[src/rtl/merge_seq_pkg.sv]
// Shared definitions for the two-list merge sequencer: state encoding,
// default widths and list-select constants.
package merge_seq_pkg;

    localparam int DEF_KEY_W = 8;
    localparam int DEF_AW    = 4;

    localparam logic LIST1 = 1'b0;
    localparam logic LIST2 = 1'b1;

    typedef enum logic [1:0] {
        IDLE  = 2'd0,
        FETCH = 2'd1,
        CMP   = 2'd2,
        DONE  = 2'd3
    } state_t;

endpackage

[src/rtl/merge_seq_ctrl_pick.sv]
// Selection rule for one merge step: smaller head key wins, ties go to
// list 1 (stable merge), an exhausted list is never chosen.
module merge_pick
    import merge_seq_pkg::*;
#(
    parameter int KEY_W = DEF_KEY_W
) (
    input  logic [KEY_W-1:0] r1,
    input  logic [KEY_W-1:0] r2,
    input  logic             e1,
    input  logic             e2,
    output logic             sel
);

    always_comb begin
        sel = LIST2;
        if (!e1 && (e2 || (r1 <= r2))) begin
            sel = LIST1;
        end
    end

endmodule

[src/rtl/merge_seq_ctrl.sv]
// Walks two sorted index RAMs and emits one ascending (list, addr, key)
// stream at two cycles per element; gates host writes while merging.
module merge_seq_ctrl
    import merge_seq_pkg::*;
#(
    parameter int KEY_W = DEF_KEY_W,
    parameter int AW    = DEF_AW
) (
    input  logic             clk,
    input  logic             reset,
    input  logic             start,
    input  logic [AW:0]      len1,
    input  logic [AW:0]      len2,
    input  logic [KEY_W-1:0] r1,
    input  logic [KEY_W-1:0] r2,
    output logic [AW-1:0]    cnt1,
    output logic [AW-1:0]    cnt2,
    input  logic             ext_wr_en,
    output logic             mem_wr_en,
    output logic             wr_blocked,
    output logic             out_valid,
    output logic             out_sel,
    output logic [AW-1:0]    out_addr,
    output logic [KEY_W-1:0] out_key,
    output logic             busy,
    output logic             done
);

    localparam logic [AW:0] DEPTH = {1'b1, {AW{1'b0}}};
    localparam logic [AW:0] ONE   = {{AW{1'b0}}, 1'b1};

    state_t      state;
    state_t      state_nx;
    logic [AW:0] p1, p2;
    logic [AW:0] l1, l2;
    logic [AW:0] l1_in, l2_in;
    logic        e1, e2;
    logic        sel;
    logic        last;

    assign l1_in     = (len1 > DEPTH) ? DEPTH : len1;
    assign l2_in     = (len2 > DEPTH) ? DEPTH : len2;
    assign cnt1      = p1[AW-1:0];
    assign cnt2      = p2[AW-1:0];
    assign mem_wr_en = ext_wr_en & ~busy;
    assign e1        = (p1 == l1);
    assign e2        = (p2 == l2);

    merge_pick #(.KEY_W(KEY_W)) u_pick (
        .r1  (r1),
        .r2  (r2),
        .e1  (e1),
        .e2  (e2),
        .sel (sel)
    );

    // True when the element taken this cycle is the final one of the merge.
    assign last = (sel == LIST1) ? (((p1 + ONE) == l1) && e2)
                                 : (((p2 + ONE) == l2) && e1);

    always_ff @(posedge clk) begin
        if (!reset) begin
            state <= IDLE;
        end else begin
            state <= state_nx;
        end
    end

    always_comb begin
        state_nx = state;
        case (state)
            IDLE: begin
                if (start) begin
                    state_nx = ((l1_in == '0) && (l2_in == '0)) ? DONE : FETCH;
                end
            end
            FETCH:   state_nx = CMP;
            CMP:     state_nx = last ? DONE : FETCH;
            DONE:    state_nx = IDLE;
            default: state_nx = IDLE;
        endcase
    end

    always_ff @(posedge clk) begin
        if (!reset) begin
            p1         <= '0;
            p2         <= '0;
            l1         <= '0;
            l2         <= '0;
            out_valid  <= 1'b0;
            out_sel    <= 1'b0;
            out_addr   <= '0;
            out_key    <= '0;
            busy       <= 1'b0;
            done       <= 1'b0;
            wr_blocked <= 1'b0;
        end else begin
            out_valid  <= 1'b0;
            done       <= 1'b0;
            wr_blocked <= ext_wr_en & busy;
            case (state)
                IDLE: begin
                    if (start) begin
                        p1   <= '0;
                        p2   <= '0;
                        l1   <= l1_in;
                        l2   <= l2_in;
                        busy <= (state_nx == FETCH);
                    end
                end
                CMP: begin
                    out_valid <= 1'b1;
                    out_sel   <= sel;
                    if (sel == LIST1) begin
                        out_addr <= p1[AW-1:0];
                        out_key  <= r1;
                        p1       <= p1 + ONE;
                    end else begin
                        out_addr <= p2[AW-1:0];
                        out_key  <= r2;
                        p2       <= p2 + ONE;
                    end
                    if (last) begin
                        busy <= 1'b0;
                    end
                end
                DONE: begin
                    done <= 1'b1;
                end
                default: ;
            endcase
        end
    end

endmodule

[config.mk]
export PLATFORM = sky130hd
export DESIGN_NAME = merge_seq_ctrl
export DESIGN_NICKNAME = d
export VERILOG_FILES = /design/src/rtl/merge_seq_pkg.sv /design/src/rtl/merge_seq_ctrl_pick.sv /design/src/rtl/merge_seq_ctrl.sv
export SDC_FILE = /design/constraint.sdc
export NUM_CORES = 1
export LEC_CHECK = 0
export ABC_CLOCK_PERIOD_IN_PS = 3250
export CAP_MARGIN = 20
export CORE_ASPECT_RATIO = 2
export CORE_MARGIN = 2
export CORE_UTILIZATION = 50
export CTS_CLUSTER_DIAMETER = 80
export DETAILED_ROUTE_END_ITERATION = 8
export GPL_ROUTABILITY_DRIVEN = 0
export PLACE_DENSITY_LB_ADDON = 0.2
export SETUP_SLACK_MARGIN = 0.1
export SKIP_LAST_GASP = 1
export SYNTH_ARGS = -nofsm -noshare
export SYNTH_HDL_FRONTEND = slang
export SYNTH_SLANG_ARGS = --single-unit
export TNS_END_PERCENT = 10
[constraint.sdc]
create_clock -name clk -period 3.25 [get_ports clk]
set_input_delay 0.65 -clock clk [delete_from_list [all_inputs] [get_ports clk]]
set_output_delay 0.65 -clock clk [all_outputs]
set_load 0.1 [all_outputs]
## After elaboration in Yosys (flattened, before gate mapping)

Cells that the tools add are included.

- Flip-flop bits (word level): 39
- Input bits: 30
- Output and inout bits: 26
- Word-level logic and storage cells: 66

- Add/sub/neg operators: 2
- Magnitude comparators: 3
- Eq/ne operators: 12
- Mux-type cells: 20
- Bitwise gates (word level): 3
- Reduce and logical (&&, ||, !) cells: 14

Operators by type and width:

| kind | number |
|---|---|
| two-way mux 5 bit | 5 |
| == test 5 bit | 4 |
| one-hot mux 5 bit (2 select lines) | 2 |
| adder 5 x 1 -> 5 bit (second input constant) | 2 |
| > comparator 5 bit (second input constant) | 2 |
| zero test 5 bit | 2 |
| AND reduction 3 bit | 3 |
| <= comparator 8 bit | 1 |
| two-way mux 8 bit | 1 |
| != test 2 bit (second input constant) | 4 |
| one-hot mux 2 bit (4 select lines) | 1 |
| two-way mux 1 bit | 6 |
| two-way mux 2 bit | 3 |
| == test 2 x 1 -> 1 bit (second input constant) | 2 |
| == test 2 bit (second input constant) | 2 |
| logical AND 1 bit | 4 |
| two-way mux 4 bit | 1 |
| AND 1 bit | 2 |
| zero test 2 bit | 1 |
| one-hot mux 1 bit (2 select lines) | 1 |
| AND reduction 2 bit | 1 |
| nonzero test 2 bit | 1 |
| zero test 1 bit | 1 |
| logical OR 1 bit | 1 |
| NOT 1 bit | 1 |

## Longest topological paths before layout

Gate-level depths: netlist of run 1.

- Depth after elaboration: 10
- Mapped depth: 9

## Hierarchy

Synthesis of run 1 repeated with hierarchy kept, for this count alone.

- Cells, all modules: 259
- Area, all modules: 2,199.6 sq um

By module, submodules not included:

| module | times used | cells an instance | area an instance (sq um) |
|---|---|---|---|
| merge_seq_ctrl | 1 | 231 | 1,984.4 |
| merge_pick | 1 | 28 | 215.2 |

## Least setup slack after synthesis of run 1

Ideal clock, no wire load.

- Path type: reg2out
- Start point: register busy
- End point: output port mem_wr_en
- Data arrival time: 2.130 ns
- Path slack: 0.470 ns
- Cell stages (with the launch flop): 2
- Path buffers: 0
- Path through: dfxtp_1 nor2b_1

- Longest elaborated chain between the ends: 2

RTL lines:

| what | line | text |
|---|---|---|
| start, declared | merge_seq_ctrl.sv:25 | `output logic busy,` |
| start signal, assigned | merge_seq_ctrl.sv:108 | `busy <= (state_nx == FETCH);` |
| NOT 1 bit | merge_seq_ctrl.sv:45 | `assign mem_wr_en = ext_wr_en & ~busy;` |
| AND 1 bit | merge_seq_ctrl.sv:45 |  |
| end, declared | merge_seq_ctrl.sv:19 | `output logic mem_wr_en,` |

Every way passes these cells.

## Final worst setup path of run 1

- Start point: input port r2[1]
- End point: register p2[1]

- Longest elaborated chain between the ends: 5

RTL lines:

| what | line | text |
|---|---|---|
| start, declared | merge_seq_ctrl.sv:15 | `input logic [KEY_W-1:0] r2,` |
| <= comparator 8 bit | merge_seq_ctrl_pick.sv:17 | `if (!e1 && (e2 \|\| (r1 <= r2))) begin` |
| logical OR 1 bit | merge_seq_ctrl_pick.sv:17 |  |
| logical AND 1 bit | merge_seq_ctrl_pick.sv:17 |  |
| != test 2 bit (no source line) | n/a |  |
| AND reduction 3 bit (no source line) | n/a |  |
| end signal, assigned | merge_seq_ctrl.sv:121 | `p2 <= p2 + ONE;` |
| end, declared | merge_seq_ctrl.sv:34 | `logic [AW:0] p1, p2;` |

Every way passes these cells.
A chain may end at the register's enable or synchronous reset.

==> impl_metrics.json, run 1 <==
{
  "dieArea_mm2": 0.00507,
  "grt_use_met1": 0.225,
  "status": "complete, no violations",
  "post-route-period-util": 0.794,
  "grt_util_all_layers": 0.226,
  "floorplan.initialDensity": 0.517,
  "antenna_cells": 0,
  "yosys_warnings": 0,
  "numClockSinks": 39,
  "startpoint_type": "input pin",
  "clk_pin_slew_worst_paths_ns": 0.08,
  "yosys-top-cells-area": "dfxtp_1 (35%), o21ai_0 (6.7%), ha_1 (5.6%)",
  "gr-usage-met3": 0.0394,
  "cts_max_level": 2,
  "clockBufferDepth": 2,
  "yosysMostFrequentCell": "dfxtp_1",
  "n_fill_cell": 409,
  "r2r_setup_slack_ns": 0.97,
  "postCtsSetupRepairBufs": 0,
  "core_area_mm2": 0.00434,
  "port_buffers": 55,
  "grt_pass1_wl_mm": 8.68,
  "synth-seq-cells": 39,
  "crit_path_frequent_cell": "o211ai_1",
  "setup_viol": 0,
  "first_iter_violations": 69,
  "avgSynthCellArea_um2": 8.24,
  "syn_inst": 272,
  "nets": 358,
  "synth_nets": 312,
  "crit_slowest_cell": "clkdlybuf4s50_1",
  "tightest_slew_ns": 0.609,
  "cp_slowest_stage_delay_ns": 0.47,
  "ir_drop_v": 0.000298,
  "grtUsageMet2": 0.432,
  "tns_ns": 0,
  "cts_root_buffer": "clkbuf_8",
  "critical_path_arrival_ns": 2.80,
  "die_w_um": 51.4,
  "slew_viol_final": 0,
  "endpoint_kind": "register",
  "critPathKind": "in2reg",
  "synthesis.area_mm2": 0.00224,
  "routed_wirelength_mm": 5.37,
  "power_density_mw_per_mm2": 411,
  "cp_top_family": "compound AO/OA/AOI/OAI gates",
  "relSlewSlack": 0.594,
  "first_global_vias": 1939,
  "numCtsBuffers": 5,
  "ys_top_cells_by_count": "dfxtp_1 (39), nand2_1 (30), o21ai_0 (30)",
  "drc": 0,
  "dp_hpwl_mm": 3.84,
  "die_h_um": 98.7,
  "path_cells": "clkdlybuf4s50_1 -> inv_1 -> ha_1 -> nor2b_1 -> o211ai_1 -> a211oi_1 -> o211ai_1 -> buf_4 -> a21oi_1 -> mux2i_1",
  "antenna_left": 0,
  "synth.largest_area_cell": "dfxtp_1",
  "finalHoldViolCount": 0,
  "yosys.area.top_type_share": 0.348,
  "cp.required_ns": 3.47,
  "via_count": 2101,
  "p_leak_nw": 1.21,
  "skew_ns": 0.0135,
  "area_growth_pct": 25.3,
  "synth_ff_type": "dfxtp_1",
  "seq_area_frac_synth": 0.348,
  "maxCapViolCount": 0,
  "cts_hold_buf": 0,
  "wl_per_cell_um": 14.4,
  "grt_busiest_layer": "met2",
  "synth-async-reset-ratio": 0,
  "hold_class": "reg2reg",
  "max_freq_mhz": 387,
  "worstPathMaxFanout": 9,
  "synth.distinct_cells": 40,
  "grt_overflow": 0,
  "layout-drive-gt1-share": 0.138,
  "antenna_found_initial": 0,
  "cp.buffers_inverters": 3,
  "multi_input_area_mm2": 0.00130,
  "synth_edf_count": 0,
  "rsz0062_at_grt": "false",
  "dr.pass1.iters": 4,
  "seq_area_um2": 781,
  "pin_count": 56,
  "routed_via_density": 5.63,
  "clock_latency_ns": 0.30,
  "tritoncts": "done",
  "grt_max_degree": 35,
  "post_cts_resized": 0,
  "timing.hold.ws_ns": 0.475,
  "num_rows": 34,
  "period_needed_ns": 2.58
}
==> layout by cell type (no fill, tap or decap), drive strengths merged, types with 2 or more instances in the layout <==
cell | Yosys | final
xnor2 | 9 | 9
clkbuf | 13 | 6
nor2b | 3 | 3
clkdlybuf4s50 | 0 | 29
a21oi | 15 | 15
nand2b | 9 | 9
nor4 | 2 | 2
and2 | 2 | 2
a31oi | 12 | 12
inv | 9 | 9
xor2 | 7 | 7
nand4 | 5 | 5
dfxtp | 39 | 39
a21boi | 10 | 10
nand2 | 30 | 30
o21ai | 30 | 30
mux2i | 9 | 9
nand3b | 9 | 9
nand3 | 6 | 6
nor2 | 7 | 7
ha | 10 | 10
buf | 11 | 34
or3 | 2 | 2
o211a | 4 | 4
or4 | 3 | 3
and3 | 2 | 2
o211ai | 2 | 2
a21o | 2 | 2
a211oi | 3 | 3
==> final timing paths <==
| check | endpoint | from | cells after the start |
|---|---|---|---|
| worst min register to register | l1[0] | l1[0] | 2 |
| worst max register to register | busy | p1[1] | 7 |
| worst min-delay path | l1[0] | l1[0] | 2 |
| worst max-delay path | p2[1] | r2[1] | 10 |
==> through the flow <==
stage / utilization / setup slack (ns) / cell area (um2) / power (mW) / instances
finish: 0.648 / 0.668 / 2810 / 1.16 / 373
global route: 0.648 / 0.492 / 2810 / 1.21 / 373
CTS: 0.648 / 0.664 / 2810 / 1.16 / 373
detailed placement: 0.628 / 0.390 / 2730 / 0.841 / 365
global placement: 0.628 / 0.412 / 2730 / 0.840 / 365
floorplan: - / 0.470 / 2240 / 0.739 / 272
==> layout make-up <==
cell class              count  area share
clock buffers               6      0.0258
repair buffers             63       0.194
well taps                  54      0.0240
clock inverters             2     0.00445
flip-flops and latches     39       0.278
inverters                   9      0.0120
multi-input cells         200       0.462
==> tightest hold or removal path: stages (launching register included) <==
cell      delay, ns
dfxtp_1        0.32
nand2_1        0.05
a21boi_0       0.06
==> cell families (layout without fill, tap and decap cells) <==
family / Yosys count / count (layout) / synth area share
buffers and inverters: 33 / 80 / 0.0731
XOR/XNOR: 16 / 16 / 0.0625
adder cells (fa/ha/maj): 10 / 10 / 0.0558
AND/OR/NAND/NOR: 84 / 84 / 0.200
multiplexers: 9 / 9 / 0.0402
flip-flops: 39 / 39 / 0.348
AO/OA/AOI/OAI: 81 / 81 / 0.220
==> sequential cells by signal, summed over array words and instances, names as in the netlist, 2 cells and up <==
signal	flops
out_key	8
l1	5
l2	5
p1	5
p2	5
out_addr	4
state	2
==> per-layer routing <==
metal / wire, um / up-vias / part of all wire
met5: 0 / - / 0
met1: 2040 / 984 / 0.38
met3: 205 / 8 / 0.038
met2: 2990 / 56 / 0.56
met4: 131 / 0 / 0.024
li1: - / 1053 / -
==> power by group <==
group / switching, mW / internal [mW]
Clock: 0.174 / 0.150
Combinational: 0.214 / 0.107
Sequential: 0.0134 / 0.497
(Power assumes the default switching activity.)
==> run 2, diff against run 1 <==
- ABC_CLOCK_PERIOD_IN_PS: 3250 -> 2300
- CORE_UTILIZATION: 50 -> 44
- clock period: 3.25 -> 2.3 ns (I/O delays scaled with it)
==> run 2 against run 1 <==
Effect of this change:
- die area grew 13%
- utilization down 4.1 points
- routed wire length increased by 6.7%
==> impl_metrics.json, run 2 (synthesis results as in run 1) <==
{
  "status": "complete, no violations",
  "pre_cts_ws_ns": -0.406,
  "nets": 369,
  "pin_count": 56,
  "dr.pass1.iters": 4,
  "cts_max_level": 2,
  "worstPathMaxFanout": 2,
  "grt_pass1_wl_mm": 9.21,
  "wl_per_cell_um": 14.8,
  "num_rows": 36,
  "finalInstanceArea_mm2": 0.00298,
  "drc": 0,
  "antenna_found_initial": 0,
  "first_iter_violations": 50,
  "final_core_util": 0.607,
  "rsz0062_at_grt": "true",
  "routed_wirelength_mm": 5.73,
  "layout-drive-gt1-share": 0.206,
  "core_area_mm2": 0.00491,
  "antenna_left": 0,
  "grt_max_degree": 21,
  "relSlewSlack": 0.606,
  "clock_latency_ns": 0.29,
  "startpoint_type": "input pin",
  "dp_hpwl_mm": 4.26,
  "critical_path_arrival_ns": 2.35,
  "cts_root_buffer": "clkbuf_8",
  "routed_via_density": 5.63,
  "antenna_cells": 0,
  "largest_reg_flops": 8,
  "clockBufferDepth": 2,
  "tritoncts": "done",
  "numCtsBuffers": 5,
  "placed_area_mm2": 0.00282,
  "via_count": 2180,
  "clk_pin_slew_worst_paths_ns": 0.09,
  "ir_drop_v": 0.000426,
  "fin_ws_ns": 0.133,
  "die_w_um": 54.5,
  "grt_util_all_layers": 0.211,
  "max_freq_mhz": 462,
  "p_leak_nw": 1.30,
  "setup_viol": 0,
  "grt_overflow": 0,
  "tightest_slew_ns": 0.591,
  "die_h_um": 105,
  "floorplan.initialDensity": 0.457,
  "period_needed_ns": 2.17,
  "power_density_mw_per_mm2": 561,
  "layout_commonest_cell": "buf_4",
  "dieArea_mm2": 0.00572,
  "critPathKind": "in2reg",
  "finalHoldViolCount": 0,
  "cp.required_ns": 2.49,
  "first_global_vias": 2128,
  "maxCapViolCount": 0,
  "endpoint_kind": "register",
  "slew_viol_final": 0,
  "area_growth_pct": 32.9,
  "hold_class": "in2reg",
  "timing.hold.ws_ns": 0.462,
  "post-route-period-util": 0.942,
  "numClockSinks": 39,
  "skew_ns": 0.0126,
  "largest_register": "out_key",
  "most-common-layout-cells": "buf_4 (44), dfxtp_1 (39), nand2_1 (30), o21ai_0 (30), clkdlybuf4s50_1 (18)",
  "port_buffers": 55
}
run 2: cell count changes in the layout (fill, tap and decap cells not counted), sizes merged:
cell,change
dlygate4sd2,+8
buf,+11
clkdlybuf4s50,-11
dlymetal6s2s,+3
run 2: path summary, 6_finish.rpt:
check,start,end,slack (ns),cells after the start
max,r2[1],p1[3],0.13,9
min reg2reg,l1[4],l1[4],0.48,2
min,r2[5],out_key[5],0.46,3
max reg2reg,p2[1],busy,0.30,7
run 2: layout make-up:
cell class | instances | area, um2
multi-input cells | 200 | 1370
flip-flops and latches | 39 | 781
fillers | 462 | 1930
clock buffers | 6 | 72.6
inverters | 9 | 33.8
well taps | 57 | 71.3
repair buffers | 74 | 638
clock inverters | 2 | 12.5
run 2: power breakdown:
| part | leakage [nW] | switching [mW] | internal (mW) | total (mW) |
|---|---|---|---|---|
| clock network | 0.0412 | 0.252 | 0.212 | 0.464 |
| registers | 0.317 | 0.0176 | 0.702 | 0.720 |
| logic | 0.946 | 0.317 | 0.171 | 0.488 |
run 2: what timing repair did:
action                                  CTS  global route
resized for setup                        16             7
endpoints found under the setup margin   23            17
hold buffers                              0             0
setup buffers                             1             0
endpoints found under the hold margin     0             0
pin swaps                                10             5
run 2: critical path, stage by stage:
cell           delay (ns)
dlygate4sd2_1        0.21
inv_1                0.04
ha_1                 0.29
nor2b_1              0.13
o211ai_1             0.19
a211oi_2             0.11
o211a_2              0.28
or4_4                0.51
mux2i_1              0.13
run 2: metrics by stage:
stage / power (mW) / setup TNS (ns) / instances
global placement: 1.21 / -6.54 / 378
detailed placement: 1.21 / -7.14 / 378
global route: 1.73 / 0 / 387
floorplan: 1.05 / 0 / 272
finish: 1.67 / 0 / 387
CTS: 1.68 / 0 / 387
run 2: routing by layer:
layer  global-route usage  vias up  wire (um)
li1                     -     1079          -
met1                0.219     1028       2150
met2                0.377       57       3160
met3               0.0371       16        228
met4                0.102        0        194
met5                    0        -          0
==> run 3, diff against run 2 <==
- CELL_PAD_IN_SITES_DETAIL_PLACEMENT: default -> 0
- CELL_PAD_IN_SITES_GLOBAL_PLACEMENT: default -> 1
- CORE_UTILIZATION: 44 -> 32
- RECOVER_POWER: default -> 25
==> run 3 against run 2 <==
Effect of this change:
- non-clock buffer count grew 6
- maximum frequency is 1.6% higher
- highest routed layer unchanged
- count of clock-buffer cells in the layout is the same
- die area grew 35%
- total power rose by 15%
- largest power group unchanged
- sequential cell count unchanged
- cell area increased by 7.1%
==> impl_metrics.json, run 3 (synthesis results as in run 1) <==
{
  "status": "complete, no violations",
  "cp_slowest_stage_delay_ns": 0.50,
  "largest_register": "out_key",
  "path_cells": "clkdlybuf4s15_1 -> ha_4 -> nor2b_1 -> o211ai_1 -> a211oi_4 -> o211a_4 -> or4_4 -> mux2i_1",
  "clock_latency_ns": 0.29,
  "timing.hold.ws_ns": 0.478,
  "critPathKind": "in2reg",
  "antenna_cells": 0,
  "hold_class": "reg2reg",
  "drc": 0,
  "p_leak_nw": 1.36,
  "clockBufferDepth": 2,
  "wl_per_cell_um": 15.2,
  "clk_pin_slew_worst_paths_ns": 0.06,
  "first_global_vias": 2167,
  "die_h_um": 122,
  "max_freq_mhz": 469,
  "core_area_mm2": 0.00689,
  "die_w_um": 63.2,
  "grt_util_all_layers": 0.172,
  "startpoint_type": "input pin",
  "area_growth_pct": 42.4,
  "routed_wirelength_mm": 6.49,
  "worstPathMaxFanout": 2,
  "period_needed_ns": 2.13,
  "rsz0062_at_grt": "false",
  "power_density_mw_per_mm2": 604,
  "finalHoldViolCount": 0,
  "cts_root_buffer": "clkbuf_16",
  "grt_max_degree": 34,
  "port_buffers": 55,
  "via_count": 2195,
  "dp_hpwl_mm": 4.83,
  "maxCapViolCount": 0,
  "dp.cells": 417,
  "fin_cells": 426,
  "crit_slowest_cell": "or4_4",
  "finalInstanceArea_mm2": 0.00319,
  "relSlewSlack": 0.206,
  "seq_area_um2": 781,
  "cts_max_level": 2,
  "numClockSinks": 39,
  "post-route-period-util": 0.927,
  "cp.required_ns": 2.47,
  "first_iter_violations": 118,
  "ir_drop_v": 0.000414,
  "largest_reg_flops": 8,
  "cts_hold_buf": 0,
  "multi_input_area_mm2": 0.00147,
  "layout_commonest_cell": "dfxtp_1",
  "endpoint_kind": "register",
  "critical_path_arrival_ns": 2.31,
  "tritoncts": "done",
  "grt_overflow": 0,
  "dr.pass1.iters": 4,
  "most-common-layout-cells": "dfxtp_1 (39), buf_4 (37), nand2_1 (30), o21ai_0 (30)",
  "finalPower_mw": 1.93,
  "n_fill_cell": 739,
  "grt_pass1_wl_mm": 10.3,
  "tns_ns": 0,
  "skew_ns": 0.00731,
  "antenna_left": 0,
  "pin_count": 56,
  "dieArea_mm2": 0.00773,
  "numCtsBuffers": 5,
  "nets": 375,
  "setup_viol": 0,
  "antenna_found_initial": 0,
  "floorplan.initialDensity": 0.326,
  "slew_viol_final": 0,
  "placed_area_mm2": 0.00291,
  "num_rows": 43,
  "routed_via_density": 5.15,
  "layout-drive-gt1-share": 0.211,
  "tightest_slew_ns": 1.20
}
## run 3: cell types whose count changed in the layout (fill, tap and decap cells not counted), sizes merged
cell / change
clkbuf: +13
buf: -7
clkdlybuf4s50: -6
dlymetal6s2s: +6
dlygate4sd2: -3
clkdlybuf4s15: +2
dlygate4sd3: +1
## run 3: final timing paths
kind	start	endpoint	cells after the start	slack, ns
worst min-delay path	l2[2]	l2[2]	2	0.48
worst max register to register	p1[3]	p1[3]	4	0.22
worst max-delay path	r1[1]	p1[3]	8	0.17
worst min register to register	l2[2]	l2[2]	2	0.48
## run 3: cell type report
| class | count | area share |
|---|---|---|
| inverters | 9 | 0.0106 |
| clock inverters | 2 | 0.00392 |
| repair buffers | 80 | 0.205 |
| clock buffers | 6 | 0.0404 |
| flip-flops and latches | 39 | 0.245 |
| well taps | 90 | 0.0353 |
| multi-input cells | 200 | 0.460 |
## run 3: critical path: cells and delay by family
kind                       cells  cell delay (ns)
AOI/OAI and AO/OA              3             0.60
adders and majority gates      1             0.26
buffers and inverters          1             0.23
muxes                          1             0.13
and+or+nand+nor                2             0.62
## run 3: power by group
group / switching [mW] / internal, mW
Combinational: 0.341 / 0.180
Clock: 0.286 / 0.400
Sequential: 0.0168 / 0.703
Total: 0.643 / 1.28
## run 3: metrics by stage
| step | setup slack [ns] | utilization |
|---|---|---|
| final | 0.167 | 0.463 |
| after global routing | 0.103 | 0.463 |
| after CTS | 0.0735 | 0.455 |
| after detailed placement | -0.432 | 0.422 |
| after global placement | -0.387 | 0.422 |
| after floorplan | 0.151 | - |
## run 3: repair_timing
item	in CTS	in global routing
resized for setup	19	26
setup buffers	1	0
pin swaps	7	7
setup endpoints to repair	23	22
## run 3: routing by layer
metal	share of wire	track usage	up-vias	wire, um
met2	0.57	0.331	39	3720
met1	0.37	0.172	1058	2400
met3	0.029	0.0312	11	188
li1	-	-	1087	-
met4	0.028	0.0924	0	184
met5	0	0	-	0
